File: src/rtl/bypass_scoreboard_pkg.sv
// Shared types and constants for the operand bypass / hazard unit.
// fwd_src_t fields use fixed maximum widths so the struct can cross module boundaries.
package bypass_scoreboard_pkg;

  localparam int NUM_FWD_STAGES_DEFAULT = 2;
  localparam int ZERO_REG               = 0;
  localparam int FWD_ADDR_W             = 8;
  localparam int FWD_DATA_W             = 64;

  typedef struct packed {
    logic                  valid;
    logic                  ready;
    logic [FWD_ADDR_W-1:0] rd_addr;
    logic [FWD_DATA_W-1:0] data;
  } fwd_src_t;

  function automatic logic is_zero_reg(input logic [FWD_ADDR_W-1:0] addr);
    return addr == FWD_ADDR_W'(ZERO_REG);
  endfunction

endpackage

File: src/rtl/bypass_operand_select.sv
// Combinational operand resolution for one source register: forwarding stages in
// age order, then the long-latency writeback port, then the busy scoreboard.
module bypass_operand_select
  import bypass_scoreboard_pkg::*;
#(
  parameter int NUM_FWD_STAGES = NUM_FWD_STAGES_DEFAULT,
  parameter int ADDR_W         = 5
) (
  input  logic                                used,
  input  logic [ADDR_W-1:0]                   addr,
  input  logic [FWD_DATA_W-1:0]               rf_data,
  input  fwd_src_t [NUM_FWD_STAGES-1:0]       fwd,
  input  logic                                wb_valid,
  input  logic [ADDR_W-1:0]                   wb_rd_addr,
  input  logic [FWD_DATA_W-1:0]               wb_data,
  input  logic                                busy,
  output logic [FWD_DATA_W-1:0]               data,
  output logic                                hazard
);

  logic [FWD_ADDR_W-1:0] addr_ext;
  logic                  matched;

  assign addr_ext = FWD_ADDR_W'(addr);

  always_comb begin
    data    = rf_data;
    hazard  = 1'b0;
    matched = 1'b0;
    if (used && !is_zero_reg(addr_ext)) begin
      // Youngest matching stage owns the register, even if its result is not ready yet.
      for (int i = 0; i < NUM_FWD_STAGES; i++) begin
        if (!matched && fwd[i].valid && fwd[i].rd_addr == addr_ext) begin
          matched = 1'b1;
          if (fwd[i].ready) begin
            data = fwd[i].data;
          end else begin
            hazard = 1'b1;
          end
        end
      end
      if (!matched) begin
        if (wb_valid && wb_rd_addr == addr) begin
          data = wb_data;
        end else if (busy) begin
          hazard = 1'b1;
        end
      end
    end
  end

endmodule

File: src/rtl/bypass_scoreboard.sv
// Operand bypass, busy scoreboard and RAW/WAW stall generation for the issue stage.
// Optional stall counters are built when BYPASS_SCOREBOARD_PERF_EN is defined.
module bypass_scoreboard
  import bypass_scoreboard_pkg::*;
#(
  parameter int NUM_FWD_STAGES = NUM_FWD_STAGES_DEFAULT,
  parameter int NUM_REGS       = 32,
  parameter int ADDR_W         = $clog2(NUM_REGS),
  parameter int DATA_W         = 32
) (
  input  logic                               clk,
  input  logic                               rst,
  input  logic                               issueValid,
  input  logic [ADDR_W-1:0]                  rs1Addr,
  input  logic [ADDR_W-1:0]                  rs2Addr,
  input  logic                               rs1Used,
  input  logic                               rs2Used,
  input  logic [DATA_W-1:0]                  rs1Data,
  input  logic [DATA_W-1:0]                  rs2Data,
  input  logic [NUM_FWD_STAGES-1:0]          fwdValid,
  input  logic [NUM_FWD_STAGES-1:0]          fwdReady,
  input  logic [NUM_FWD_STAGES*ADDR_W-1:0]   fwdRdAddr,
  input  logic [NUM_FWD_STAGES*DATA_W-1:0]   fwdData,
  input  logic [ADDR_W-1:0]                  issueRdAddr,
  input  logic                               issueLongLat,
  input  logic                               wbValid,
  input  logic [ADDR_W-1:0]                  wbRdAddr,
  input  logic [DATA_W-1:0]                  wbData,
  output logic                               stall,
  output logic [DATA_W-1:0]                  bypassedRs1,
  output logic [DATA_W-1:0]                  bypassedRs2,
  output logic [NUM_REGS-1:0]                busyVec
`ifdef BYPASS_SCOREBOARD_PERF_EN
  ,
  output logic [31:0]                        rawStallCnt,
  output logic [31:0]                        wawStallCnt
`endif
);

  logic [NUM_REGS-1:0]             busy_reg;
  logic [NUM_REGS-1:0]             busy_next;
  logic [NUM_REGS-1:0]             busy_eff;
  fwd_src_t [NUM_FWD_STAGES-1:0]   fwd_src;
  logic [FWD_DATA_W-1:0]           rs1_sel_data;
  logic [FWD_DATA_W-1:0]           rs2_sel_data;
  logic                            rs1_hazard;
  logic                            rs2_hazard;
  logic                            raw_hazard;
  logic                            waw_hazard;
  logic                            issue_set;
  logic                            unused_sel_bits;

  for (genvar gi = 0; gi < NUM_FWD_STAGES; gi++) begin : g_fwd
    assign fwd_src[gi] = '{valid:   fwdValid[gi],
                           ready:   fwdReady[gi],
                           rd_addr: FWD_ADDR_W'(fwdRdAddr[gi*ADDR_W +: ADDR_W]),
                           data:    FWD_DATA_W'(fwdData[gi*DATA_W +: DATA_W])};
  end

  // While reset is asserted the pending entries are already being discarded.
  assign busy_eff = rst ? '0 : busy_reg;

  bypass_operand_select #(.NUM_FWD_STAGES(NUM_FWD_STAGES), .ADDR_W(ADDR_W)) u_rs1_sel (
    .used(rs1Used), .addr(rs1Addr), .rf_data(FWD_DATA_W'(rs1Data)), .fwd(fwd_src),
    .wb_valid(wbValid), .wb_rd_addr(wbRdAddr), .wb_data(FWD_DATA_W'(wbData)),
    .busy(busy_eff[rs1Addr]), .data(rs1_sel_data), .hazard(rs1_hazard)
  );

  bypass_operand_select #(.NUM_FWD_STAGES(NUM_FWD_STAGES), .ADDR_W(ADDR_W)) u_rs2_sel (
    .used(rs2Used), .addr(rs2Addr), .rf_data(FWD_DATA_W'(rs2Data)), .fwd(fwd_src),
    .wb_valid(wbValid), .wb_rd_addr(wbRdAddr), .wb_data(FWD_DATA_W'(wbData)),
    .busy(busy_eff[rs2Addr]), .data(rs2_sel_data), .hazard(rs2_hazard)
  );

  // Only the low DATA_W bits carry the operand; the rest are zero extension.
  assign bypassedRs1     = rs1_sel_data[DATA_W-1:0];
  assign bypassedRs2     = rs2_sel_data[DATA_W-1:0];
  assign unused_sel_bits = ^{rs1_sel_data, rs2_sel_data};

  assign raw_hazard = rs1_hazard || rs2_hazard;
  assign waw_hazard = issueValid && issueLongLat && issueRdAddr != ADDR_W'(ZERO_REG)
                      && busy_eff[issueRdAddr] && !(wbValid && wbRdAddr == issueRdAddr);
  assign stall      = issueValid && (raw_hazard || waw_hazard);
  assign issue_set  = issueValid && !stall && issueLongLat && issueRdAddr != ADDR_W'(ZERO_REG);

  // Set term is OR-ed last so a same-cycle writeback cannot clear a fresh allocation.
  for (genvar gi = 0; gi < NUM_REGS; gi++) begin : g_busy
    if (gi == ZERO_REG) begin : g_zero
      assign busy_next[gi] = 1'b0;
    end else begin : g_reg
      assign busy_next[gi] = (issue_set && issueRdAddr == ADDR_W'(gi))
                             || (busy_reg[gi] && !(wbValid && wbRdAddr == ADDR_W'(gi)));
    end
  end

  always_ff @(posedge clk) begin
    if (rst) begin
      busy_reg <= '0;
    end else begin
      busy_reg <= busy_next;
    end
  end

  assign busyVec = busy_reg;

`ifdef BYPASS_SCOREBOARD_PERF_EN
  logic [31:0] raw_cnt_reg;
  logic [31:0] waw_cnt_reg;

  always_ff @(posedge clk) begin
    if (rst) begin
      raw_cnt_reg <= '0;
      waw_cnt_reg <= '0;
    end else begin
      if (issueValid && raw_hazard && raw_cnt_reg != '1) begin
        raw_cnt_reg <= raw_cnt_reg + 32'd1;
      end
      if (waw_hazard && waw_cnt_reg != '1) begin
        waw_cnt_reg <= waw_cnt_reg + 32'd1;
      end
    end
  end

  assign rawStallCnt = raw_cnt_reg;
  assign wawStallCnt = waw_cnt_reg;
`else
  // Stall counters are not built in this configuration.
`endif

endmodule

File: config.mk
export PLATFORM = sky130hd
export DESIGN_NAME = bypass_scoreboard
export DESIGN_NICKNAME = d
export VERILOG_FILES = /design/src/rtl/bypass_scoreboard_pkg.sv /design/src/rtl/bypass_operand_select.sv /design/src/rtl/bypass_scoreboard.sv
export SDC_FILE = /design/constraint.sdc
export NUM_CORES = 1
export LEC_CHECK = 0
export BUFFER_PORTS_ARGS = -buffer_cell sky130_fd_sc_hd__buf_4
export CAP_MARGIN = 40
export CORE_ASPECT_RATIO = 0.9
export CORE_UTILIZATION = 40
export DETAILED_ROUTE_END_ITERATION = 7
export PLACE_DENSITY_LB_ADDON = 0.12
export REMOVE_ABC_BUFFERS = 1
export SLEW_MARGIN = 15
export SYNTH_ARGS = -nofsm -noshare
export SYNTH_HDL_FRONTEND = slang
export SYNTH_HIERARCHICAL = 1
export SYNTH_SLANG_ARGS = --single-unit
File: constraint.sdc
create_clock -name clk -period 3.7 [get_ports clk]
set_input_delay 0.37 -clock clk [delete_from_list [all_inputs] [get_ports clk]]
set_output_delay 0.37 -clock clk [all_outputs]
set_load 0.005 [all_outputs]
Yosys cells after proc, flatten, opt, wreduce, memory -nomap -nowiden
Index checks and enable logic that the tools add are counted.
Storage, ports and cells
  ROM bits: 0
  register bits: 32
  output and inout port bits: 97
  memories: 0
  RAM bits: 0
  latch bits: 0
Operators by class
  reductions and logical operators: 185
  div/mod/pow operators: 0
  add/sub/neg operators: 0
  shift-type cells: 0
  bitwise operators: 0
  eq/ne operators: 69
  order comparisons: 3
  muxes and demuxes: 44
  multiply operators: 0
Operator list (count)
  32-bit two-way mux: 15
  5-bit == test (second input constant): 32
  1-bit logical AND: 112
  5-bit by 4-bit == test with 1-bit output (second input constant): 16
  5-bit by 3-bit == test with 1-bit output (second input constant): 8
  1-bit logical NOT: 37
  5-bit == test: 7
  1-bit logical OR: 33
  1-bit two-way mux: 26
  5-bit by 2-bit == test with 1-bit output (second input constant): 4
  5-bit by 6-bit less-than comparator with 1-bit output (second input constant): 3
  8-bit logical NOT: 2
  1-bit binary-select mux with 5-bit select: 3
  5-bit by 1-bit == test with 1-bit output (second input constant): 2
  5-bit nonzero test: 1

Longest topological paths before layout
Gate-level depths: netlist of run 1.
  depth after elaboration: 21
  depth in mapped cells: 14
  mapped depth without buffers: 11

Modules after synthesis
Netlist of run 1, hierarchy kept.
Modules (own cells, without submodules)
  bypass_operand_select: cells each 551, area an instance 3643.5 µm², instances 2
  bypass_scoreboard: cells each 260, area an instance 2596.2 µm², instances 1

Worst setup path after synthesis of run 1
No wires, ideal clock.
  path kind: input port to flip-flop
  start point: input rs2Addr[0]
  end point: register busy_reg[3] (netlist: busyVec[3])
  data required time: 3.604 ns
  cell stages on the path: 13
  slack: 0.224 ns
  arrival: 3.381 ns
  library setup time: 0.096 ns
  cells stage by stage: buf_2 -> mux4_2 -> mux4_2 -> mux2i_1 -> nor2_1 -> o21ai_0 -> mux2_2 -> a211oi_1 -> nor4_4 -> or3b_1 -> buf_2 -> buf_6 -> o41ai_2
Between the ends
  longest elaborated chain between the ends: 21
  elaborated cells on any way between the ends: 33
  those cells by class: 3 x eq/ne; 13 x mux; 17 x reduce/logical
Ends and longest elaborated chain
  from (decl): RTL line bypass_scoreboard.sv:15  | input logic [ADDR_W-1:0] rs2Addr,
  5-bit == test: RTL line bypass_operand_select.sv:33  | if (!matched && fwd[i].valid && fwd[i].rd_addr == addr_ext) begin
  1-bit logical AND: RTL line bypass_operand_select.sv:33
  1-bit two-way mux: RTL line bypass_operand_select.sv:33
  1-bit two-way mux: RTL line bypass_operand_select.sv:30  | if (used && !is_zero_reg(addr_ext)) begin
  1-bit logical NOT: RTL line bypass_operand_select.sv:33
  1-bit logical AND (2 in series): RTL line bypass_operand_select.sv:33
  1-bit two-way mux: RTL line bypass_operand_select.sv:33
  1-bit two-way mux: RTL line bypass_operand_select.sv:45  | end else if (busy) begin
  (+3 left out)
  named net rs2_hazard: RTL line bypass_scoreboard.sv:47  | logic rs2_hazard;
  1-bit logical OR *: RTL line bypass_scoreboard.sv:80  | assign raw_hazard = rs1_hazard || rs2_hazard;
  1-bit logical OR *: RTL line bypass_scoreboard.sv:83  | assign stall = issueValid && (raw_hazard || waw_hazard);
  1-bit logical AND *: RTL line bypass_scoreboard.sv:83
  1-bit logical NOT *: RTL line bypass_scoreboard.sv:84  | assign issue_set = issueValid && !stall && issueLongLat && issueRdAddr != ADDR_W'(ZERO_REG);
  1-bit logical AND * (3 in series): RTL line bypass_scoreboard.sv:84
  1-bit logical AND *: RTL line bypass_scoreboard.sv:91  | assign busy_next[gi] = (issue_set && issueRdAddr == ADDR_W'(gi))
  1-bit logical OR *: RTL line bypass_scoreboard.sv:92  | || (busy_reg[gi] && !(wbValid && wbRdAddr == ADDR_W'(gi)));
  to (signal assigned): RTL line bypass_scoreboard.sv:100  | busy_reg <= busy_next;
  to (decl): RTL line bypass_scoreboard.sv:40  | logic [NUM_REGS-1:0] busy_reg;
Mark *: on every way through the listed nets, which the timed path passes. The rest lies on a longest branch. The select of a mux whose other input is x is not followed.
A chain may end at the register's enable or synchronous reset.

Final worst setup path of run 1
  start point: input rs2Addr[0]
  end point: register busy_reg[2] (netlist: busyVec[2])
Same word-level chain as after synthesis.

==> results.yml, run 1 <==
cells_and_area:
  syn_to_final_growth_pct: 36.4
  seq_area_um2: 621
  finalNonFillerCells: 1307
  multiInputGateArea_um2: 5570
  antenna_cells: 0
  largest_reg_flops: 31
  nFillCells: 1568
  num-nets-final: 1301
  fin_util_pct: 55.9
  drive_gt1_share_pct: 34.7
routing:
  ant_nets: 0
  drc: 0
  firstDrtPassIters: 6
  vias: 8394
  viasPerCell: 6.42
  wl_um: 29900
  wl_per_cell_um: 22.9
  drt_iter0_drc: 913
clock_network:
  cts_root_buf: "clkbuf_16"
  htreeDepth: 2
  cts_hold_buf: 0
  clk-insertion-delay-late_ns: 0.28
  numClockSinks: 31
  cts_tree: "yes"
  cts_made_buffers: 5
  clockBufferDepth: 2
  clk_pin_slew_ns: 0.05
  cts_setup_buffers: 0
  ctsResizeCount: 0
die:
  die_area_um2: 17100
  die_h_um: 124
  initial_utilization_pct: 41.0
  coreArea_um2: 16200
  ioPinCount: 298
  die_x_um: 138
  fp-row-count: 44
sta:
  worstMarginPinSlew_ns: 0.719
  finalWorstPathRequiredPeriod_ns: 3.30
  hold_ws_ns: 0.537
  setup_violations: 0
  final.period_utilization_pct: 89.2
  finClkSkew_ns: 0.00191
  fmax_mhz: 303
  slew-limit-headroom_pct: 52.0
  rsz0062_at_grt: "no"
  finalMaxSlewViolations: 0
  hold_viol_final: 0
  setup_tns_ns: 0
place:
  dp_cells: 1300
  io_buffers: 296
  place_hpwl_um: 21000
  place.gp.congestion: 0.966
hold_path:
  min_from: "issueRdAddr[4]"
  hp-class: "in -> reg"
worst_setup_path:
  crit_start: "rs2Addr[0]"
  crit_path_end_kind: "flip-flop"
  reg2reg_from: "busyVec[24]"
  crit_type: "in -> reg"
  cp-start-kind: "primary input"
  cp_max_fo: 15
  arrival_ns: 3.47
  crit_required_ns: 3.87
power:
  ir_drop_mv: 0.207
  powerDensity_nw_per_um2: 168
  total_power_w: 0.00152
  p_leak_nw: 3.91
status:
  status: "finished, final reports clean"
global_route:
  grt_overflow_total: 0
  grt_pass1_wl_um: 43500
  grt_start_max_net_pins: 65
  grt_usage_pct: 32.7
  antenna_found_initial: 0
  grt_pass1_vias: 7581
synthesis:
  syn_avg_cell_area_um2: 7.67
  netlist_area_um2: 6630
  yosys_warnings: 6
  synthCells: 864
job:
  cap_violations: 0
==> metrics by stage <==
stage | setup WS [ns] | area, um2
3_5_place_dp | 0.118 | 8900
5_1_grt | 0.244 | 9040
6_report | 0.399 | 9040
3_3_place_gp | 0.188 | 8900
4_1_cts | 0.408 | 9040
2_1_floorplan | -0.204 | 6140
==> final cells by class <==
cell class,instances,area share (%)
Sequential cell,31,6.86
Timing Repair Buffer,321,27.1
Multi-Input combinational cell,739,61.5
Tap cell,207,2.86
Clock inverter,1,0.0553
Clock buffer,6,1.54
Inverter,2,0.0830
==> cells in the final DEF, fill, tap and decap left out, drive strengths merged, types with 3 or more instances in the layout <==
master / instances
xnor2: 21
o41ai: 15
buf: 321
a21oi: 67
nand4: 7
nand2b: 8
nand2: 85
dfxtp: 31
xor2: 14
a211o: 64
nor3: 6
nor4: 5
o21ai: 8
nor2b: 6
a41o: 16
and3: 3
mux2: 12
o211ai: 3
a22oi: 65
a221oi: 5
o311a: 3
nor2: 29
conb: 13
o211a: 9
a211oi: 4
nand4b: 3
o21bai: 64
or2: 5
clkbuf: 6
mux2i: 75
nand3: 87
mux4: 19
==> where the power goes <==
part	total (W)	internal [W]	leakage (nW)	switching (W)
logic	0.000775	0.000391	3.59	0.000384
registers	0.000340	0.000337	0.250	0.00000360
clock network	0.000408	0.000262	0.0727	0.000146
total	0.00152	0.000990	3.91	0.000533
==> metal layers <==
layer  GRT usage, %  share of wire [%]  vias to the layer above
li1               -                  -                     3811
met1           45.3                 43                     3995
met2           51.2                 45                      504
met3           5.66                9.2                       84
met4           10.2                2.8                        0
met5              0                  0                        -
==> worst max-delay path, cell delays in order <==
cell,delay (ns)
buf_4,0.24
mux4_2,0.54
mux4_2,0.49
mux2i_1,0.16
nor2_1,0.06
o21ai_0,0.08
mux2_2,0.19
a211oi_1,0.12
nor4_4,0.29
or3b_1,0.36
buf_4,0.21
o41ai_1,0.35
==> path summary, 6_finish.rpt <==
kind / slack, ns / cells after the start / to
hold / removal: 0.54 / 2 / busyVec[26]
setup / recovery: 0.40 / 12 / busyVec[2]
setup reg to reg: 0.44 / 11 / busyVec[2]
hold reg to reg: 0.56 / 2 / busyVec[14]
Note: power is estimated with default switching activity, not from simulation.
==> inputs of run 2 (changes only) <==
--- a/config.mk
+++ b/config.mk
@@ -5,11 +5,11 @@
 export SDC_FILE = /design/constraint.sdc
 export NUM_CORES = 1
 export LEC_CHECK = 0
-export BUFFER_PORTS_ARGS = -buffer_cell sky130_fd_sc_hd__buf_4
 export CAP_MARGIN = 40
-export CORE_ASPECT_RATIO = 0.9
+export CORE_ASPECT_RATIO = 1.75
 export CORE_UTILIZATION = 40
 export DETAILED_ROUTE_END_ITERATION = 7
+export DONT_BUFFER_PORTS = 1
 export PLACE_DENSITY_LB_ADDON = 0.12
 export REMOVE_ABC_BUFFERS = 1
 export SLEW_MARGIN = 15
==> results.yml, run 2 (synthesis results as in run 1) <==
status:
  status: "finished, final reports clean"
cells_and_area:
  drive_gt1_share_pct: 10.0
  final_area_um2: 6740
  fin_util_pct: 42.1
  num-nets-final: 999
  nFillCells: 1674
  final_cell_mix: "85 x nand2_1, 85 x nand3_1, 75 x mux2i_1, 67 x a21oi_1, 65 x a22oi_1"
  syn_to_final_growth_pct: 1.68
  seq_area_um2: 621
  multiInputGateArea_um2: 5570
  largest_reg_flops: 31
  antenna_cells: 0
global_route:
  grt_pass1_wl_um: 44800
  grt_start_max_net_pins: 65
  antenna_found_initial: 0
  grt_usage_pct: 34.2
  grt_overflow_total: 0
  grt_pass1_vias: 7508
die:
  die_h_um: 172
  coreArea_um2: 16000
  fp-row-count: 61
  die_x_um: 99.3
  die_area_um2: 17100
  ioPinCount: 298
  initial_utilization_pct: 41.4
power:
  total_power_w: 0.00120
  p_leak_nw: 2.44
  ir_drop_mv: 0.449
  powerDensity_nw_per_um2: 177
worst_setup_path:
  cp_max_fo: 15
  arrival_ns: 3.67
  crit_required_ns: 3.88
  cpMostUsedCell: "mux4_2"
  worstPathCellList: "mux4_2 -> mux4_2 -> mux2i_1 -> nor2_1 -> o21ai_0 -> mux2_2 -> a211oi_1 -> nor4_4 -> or3b_1 -> o41ai_1"
  crit_path_end_kind: "flip-flop"
  cp-start-kind: "flip-flop"
  max_stage_delay_ns: 0.69
  crit_type: "reg -> reg"
  crit_path_top_delay_cell: "or3b_1"
sta:
  setup_violations: 0
  finalMaxSlewViolations: 0
  fmax_mhz: 286
  finClkSkew_ns: 0.00515
  rsz0062_at_grt: "no"
  slew-limit-headroom_pct: 49.3
  finalWorstPathRequiredPeriod_ns: 3.50
  worstMarginPinSlew_ns: 0.760
  hold_viol_final: 0
  final.period_utilization_pct: 94.5
clock_network:
  clk-insertion-delay-late_ns: 0.29
  clk_pin_slew_ns: 0.05
  cts_tree: "yes"
  numClockSinks: 31
  ctsResizeCount: 0
  cts_made_buffers: 5
  htreeDepth: 2
  clockBufferDepth: 2
  cts_hold_buf: 0
  cts_root_buf: "clkbuf_16"
  cts_setup_buffers: 0
place:
  place.gp.congestion: 0.981
  io_buffers: 0
  place_area_um2: 6590
  place_hpwl_um: 21800
routing:
  drt_iter0_drc: 577
  ant_nets: 0
  wl_per_cell_um: 31.2
  firstDrtPassIters: 5
  viasPerCell: 7.51
  wl_um: 30800
  drc: 0
  vias: 7419
job:
  cap_violations: 0
hold_path:
  hp-class: "in -> reg"
[run 2: worst max-delay path, delay by kind of cell (launching register included)]
kind	cells	cell delay, ns
muxes	4	1.32
and+or+nand+nor	3	1.05
DFF	1	0.37
AOI/OAI and AO/OA	3	0.64
[run 2: layout make-up]
class	instances	area share, %
well taps	189	3.51
repair buffers	19	2.30
clock buffers	8	2.32
multi-input cells	739	82.6
inverters	2	0.111
flip-flops and latches	31	9.21
[run 2: worst paths after layout]
check	startpoint	to	slack, ns	cells after the start
setup / recovery	busyVec[31]	busyVec[1]	0.20	10
hold / removal	issueRdAddr[4]	busyVec[30]	0.24	1
setup reg to reg	busyVec[31]	busyVec[1]	0.20	10
hold reg to reg	busyVec[14]	busyVec[14]	0.58	2
[run 2: metrics by stage]
stage               hold slack [ns]  TNS [ns]  worst slack [ns]  cells
global route                  0.229         0            0.0191    988
floorplan                     0.516     -2.38            -0.204    772
detailed placement            0.528         0             0.222    980
CTS                           0.234         0             0.202    988
finish                        0.236         0             0.204    988
global placement              0.526         0             0.261    979
[run 2: report_power, final]
part,switching (W),leakage [nW],internal (W)
Sequential,0.00000381,0.250,0.000337
Clock,0.000154,0.0772,0.000286
Combinational,0.000235,2.12,0.000181
[run 2: layer usage]
metal / track usage [%] / part of all wire (%) / vias up
li1: - / - / 3217
met1: 32.7 / 32 / 3552
met2: 63.1 / 51 / 540
met3: 9.98 / 11 / 110
met4: 22.1 / 5.7 / 0
met5: 0 / 0 / -
==> inputs of run 3 (changes only) <==
--- a/config.mk
+++ b/config.mk
@@ -5,11 +5,13 @@
 export SDC_FILE = /design/constraint.sdc
 export NUM_CORES = 1
 export LEC_CHECK = 0
+export ABC_AREA = 1
 export CAP_MARGIN = 40
 export CORE_ASPECT_RATIO = 1.75
 export CORE_UTILIZATION = 40
 export DETAILED_ROUTE_END_ITERATION = 7
 export DONT_BUFFER_PORTS = 1
+export GPL_TIMING_DRIVEN = 0
 export PLACE_DENSITY_LB_ADDON = 0.12
 export REMOVE_ABC_BUFFERS = 1
 export SLEW_MARGIN = 15
==> results.yml, run 3 <==
routing:
  viasPerCell: 5.44
  firstDrtPassIters: 5
  vias: 9639
  drt_iter0_drc: 614
  wl_um: 33300
  ant_nets: 0
  wl_per_cell_um: 18.8
  drc: 0
die:
  die_x_um: 106
  die_area_um2: 19400
  ioPinCount: 298
  initial_utilization_pct: 40.7
  coreArea_um2: 18500
  fp-row-count: 66
  die_h_um: 184
clock_network:
  htreeDepth: 2
  clk-insertion-delay-late_ns: 0.29
  clockBufferDepth: 2
  numClockSinks: 31
  cts_root_buf: "clkbuf_16"
  cts_setup_buffers: 0
  ctsResizeCount: 0
  cts_made_buffers: 5
  cts_tree: "yes"
  clk_pin_slew_ns: 0.05
  cts_hold_buf: 0
sta:
  setup_ws_ns: 0.200
  hold_viol_final: 0
  worstMarginPinSlew_ns: 0.866
  setup_violations: 0
  finalWorstPathRequiredPeriod_ns: 3.50
  fmax_mhz: 286
  slew-limit-headroom_pct: 42.0
  rsz0062_at_grt: "no"
  finClkSkew_ns: 0.0101
  final.period_utilization_pct: 94.6
  setup_tns_ns: 0
  finalMaxSlewViolations: 0
global_route:
  grt-busiest-layer: "met2"
  grt_overflow_total: 0
  grt_util_met2_pct: 62.4
  grt_usage_pct: 33.2
  grt_use_met3_pct: 8.19
  grt_start_max_net_pins: 69
  grt_pass1_vias: 8811
  grt_pass1_wl_um: 49900
  antenna_found_initial: 0
  use_met1_pct: 31.2
cells_and_area:
  num-nets-final: 1735
  finalNonFillerCells: 1773
  final_common_cell: "nand2_1"
  final_cell_mix: "497 x nand2_1, 283 x nor2_1, 222 x inv_1, 99 x nand3_1, 95 x nand4_1"
  antenna_cells: 0
  drive_gt1_share_pct: 7.23
  syn_to_final_growth_pct: 2.52
  final_area_um2: 7720
  fin_util_pct: 41.7
  largest_reg_flops: 31
worst_setup_path:
  crit_required_ns: 3.33
  crit_path_end_kind: "output pin"
  cp_max_fo: 33
  reg2reg_from: "busyVec[10]"
  crit_start: "rs2Addr[4]"
  cp-start-kind: "primary input"
  crit_type: "in -> out"
  arrival_ns: 3.13
power:
  p_leak_nw: 4.66
  powerDensity_nw_per_um2: 163
  ir_drop_mv: 0.274
synthesis:
  netlist_area_um2: 7530
  syn_avg_cell_area_um2: 4.67
  yosys_warnings: 6
  synthCells: 1613
place:
  dp_slack_ns: 0.271
  place.gp.congestion: 1.01
  place_hpwl_um: 24700
  io_buffers: 0
  place_area_um2: 7580
  dp_cells: 1765
hold_path:
  hp-class: "in -> reg"
  min_from: "issueRdAddr[0]"
status:
  status: "finished, final reports clean"
job:
  cap_violations: 0
==> run 3: per-stage QoR <==
stage / power [W] / hold slack (ns)
final: 0.00126 / 0.281
after global routing: 0.00134 / 0.286
after CTS: 0.00126 / 0.273
after detailed placement: 0.000848 / 0.549
after global placement: 0.000833 / 0.539
after floorplan: 0.000711 / 0.476
==> run 3: per-layer routing <==
metal / part of all wire, % / wire [um]
met5: 0 / 0
met4: 6.6 / 2200
met3: 8.4 / 2800
met2: 51 / 17100
met1: 34 / 11200
==> run 3: layout make-up <==
cell class              count  area, um2
fillers                  2255      10800
multi-input cells        1193       5280
inverters                 290       1090
flip-flops and latches     31        621
well taps                 238        298
repair buffers             13        297
clock buffers               7        133
clock inverters             1       5.00
==> run 3: report_power, final <==
part | internal (W) | switching [W] | leakage [nW]
combinational | 0.000164 | 0.000346 | 4.35
clock | 0.000249 | 0.000165 | 0.0679
sequential | 0.000336 | 0.00000158 | 0.250
==> run 3: final timing paths <==
| check | to | slack [ns] | cells past startpoint |
|---|---|---|---|
| max | stall | 0.20 | 7 |
| min | busyVec[16] | 0.28 | 3 |
| max reg2reg | busyVec[19] | 1.02 | 13 |
| min reg2reg | busyVec[15] | 0.55 | 2 |
==> run 3: critical path: stages <==
cell and delay, ns:
nor3_1 0.17, nand3_1 0.13, nand2_2 0.66, inv_2 0.56
o21a_1 0.28, nor2_4 0.67, a21boi_0 0.26
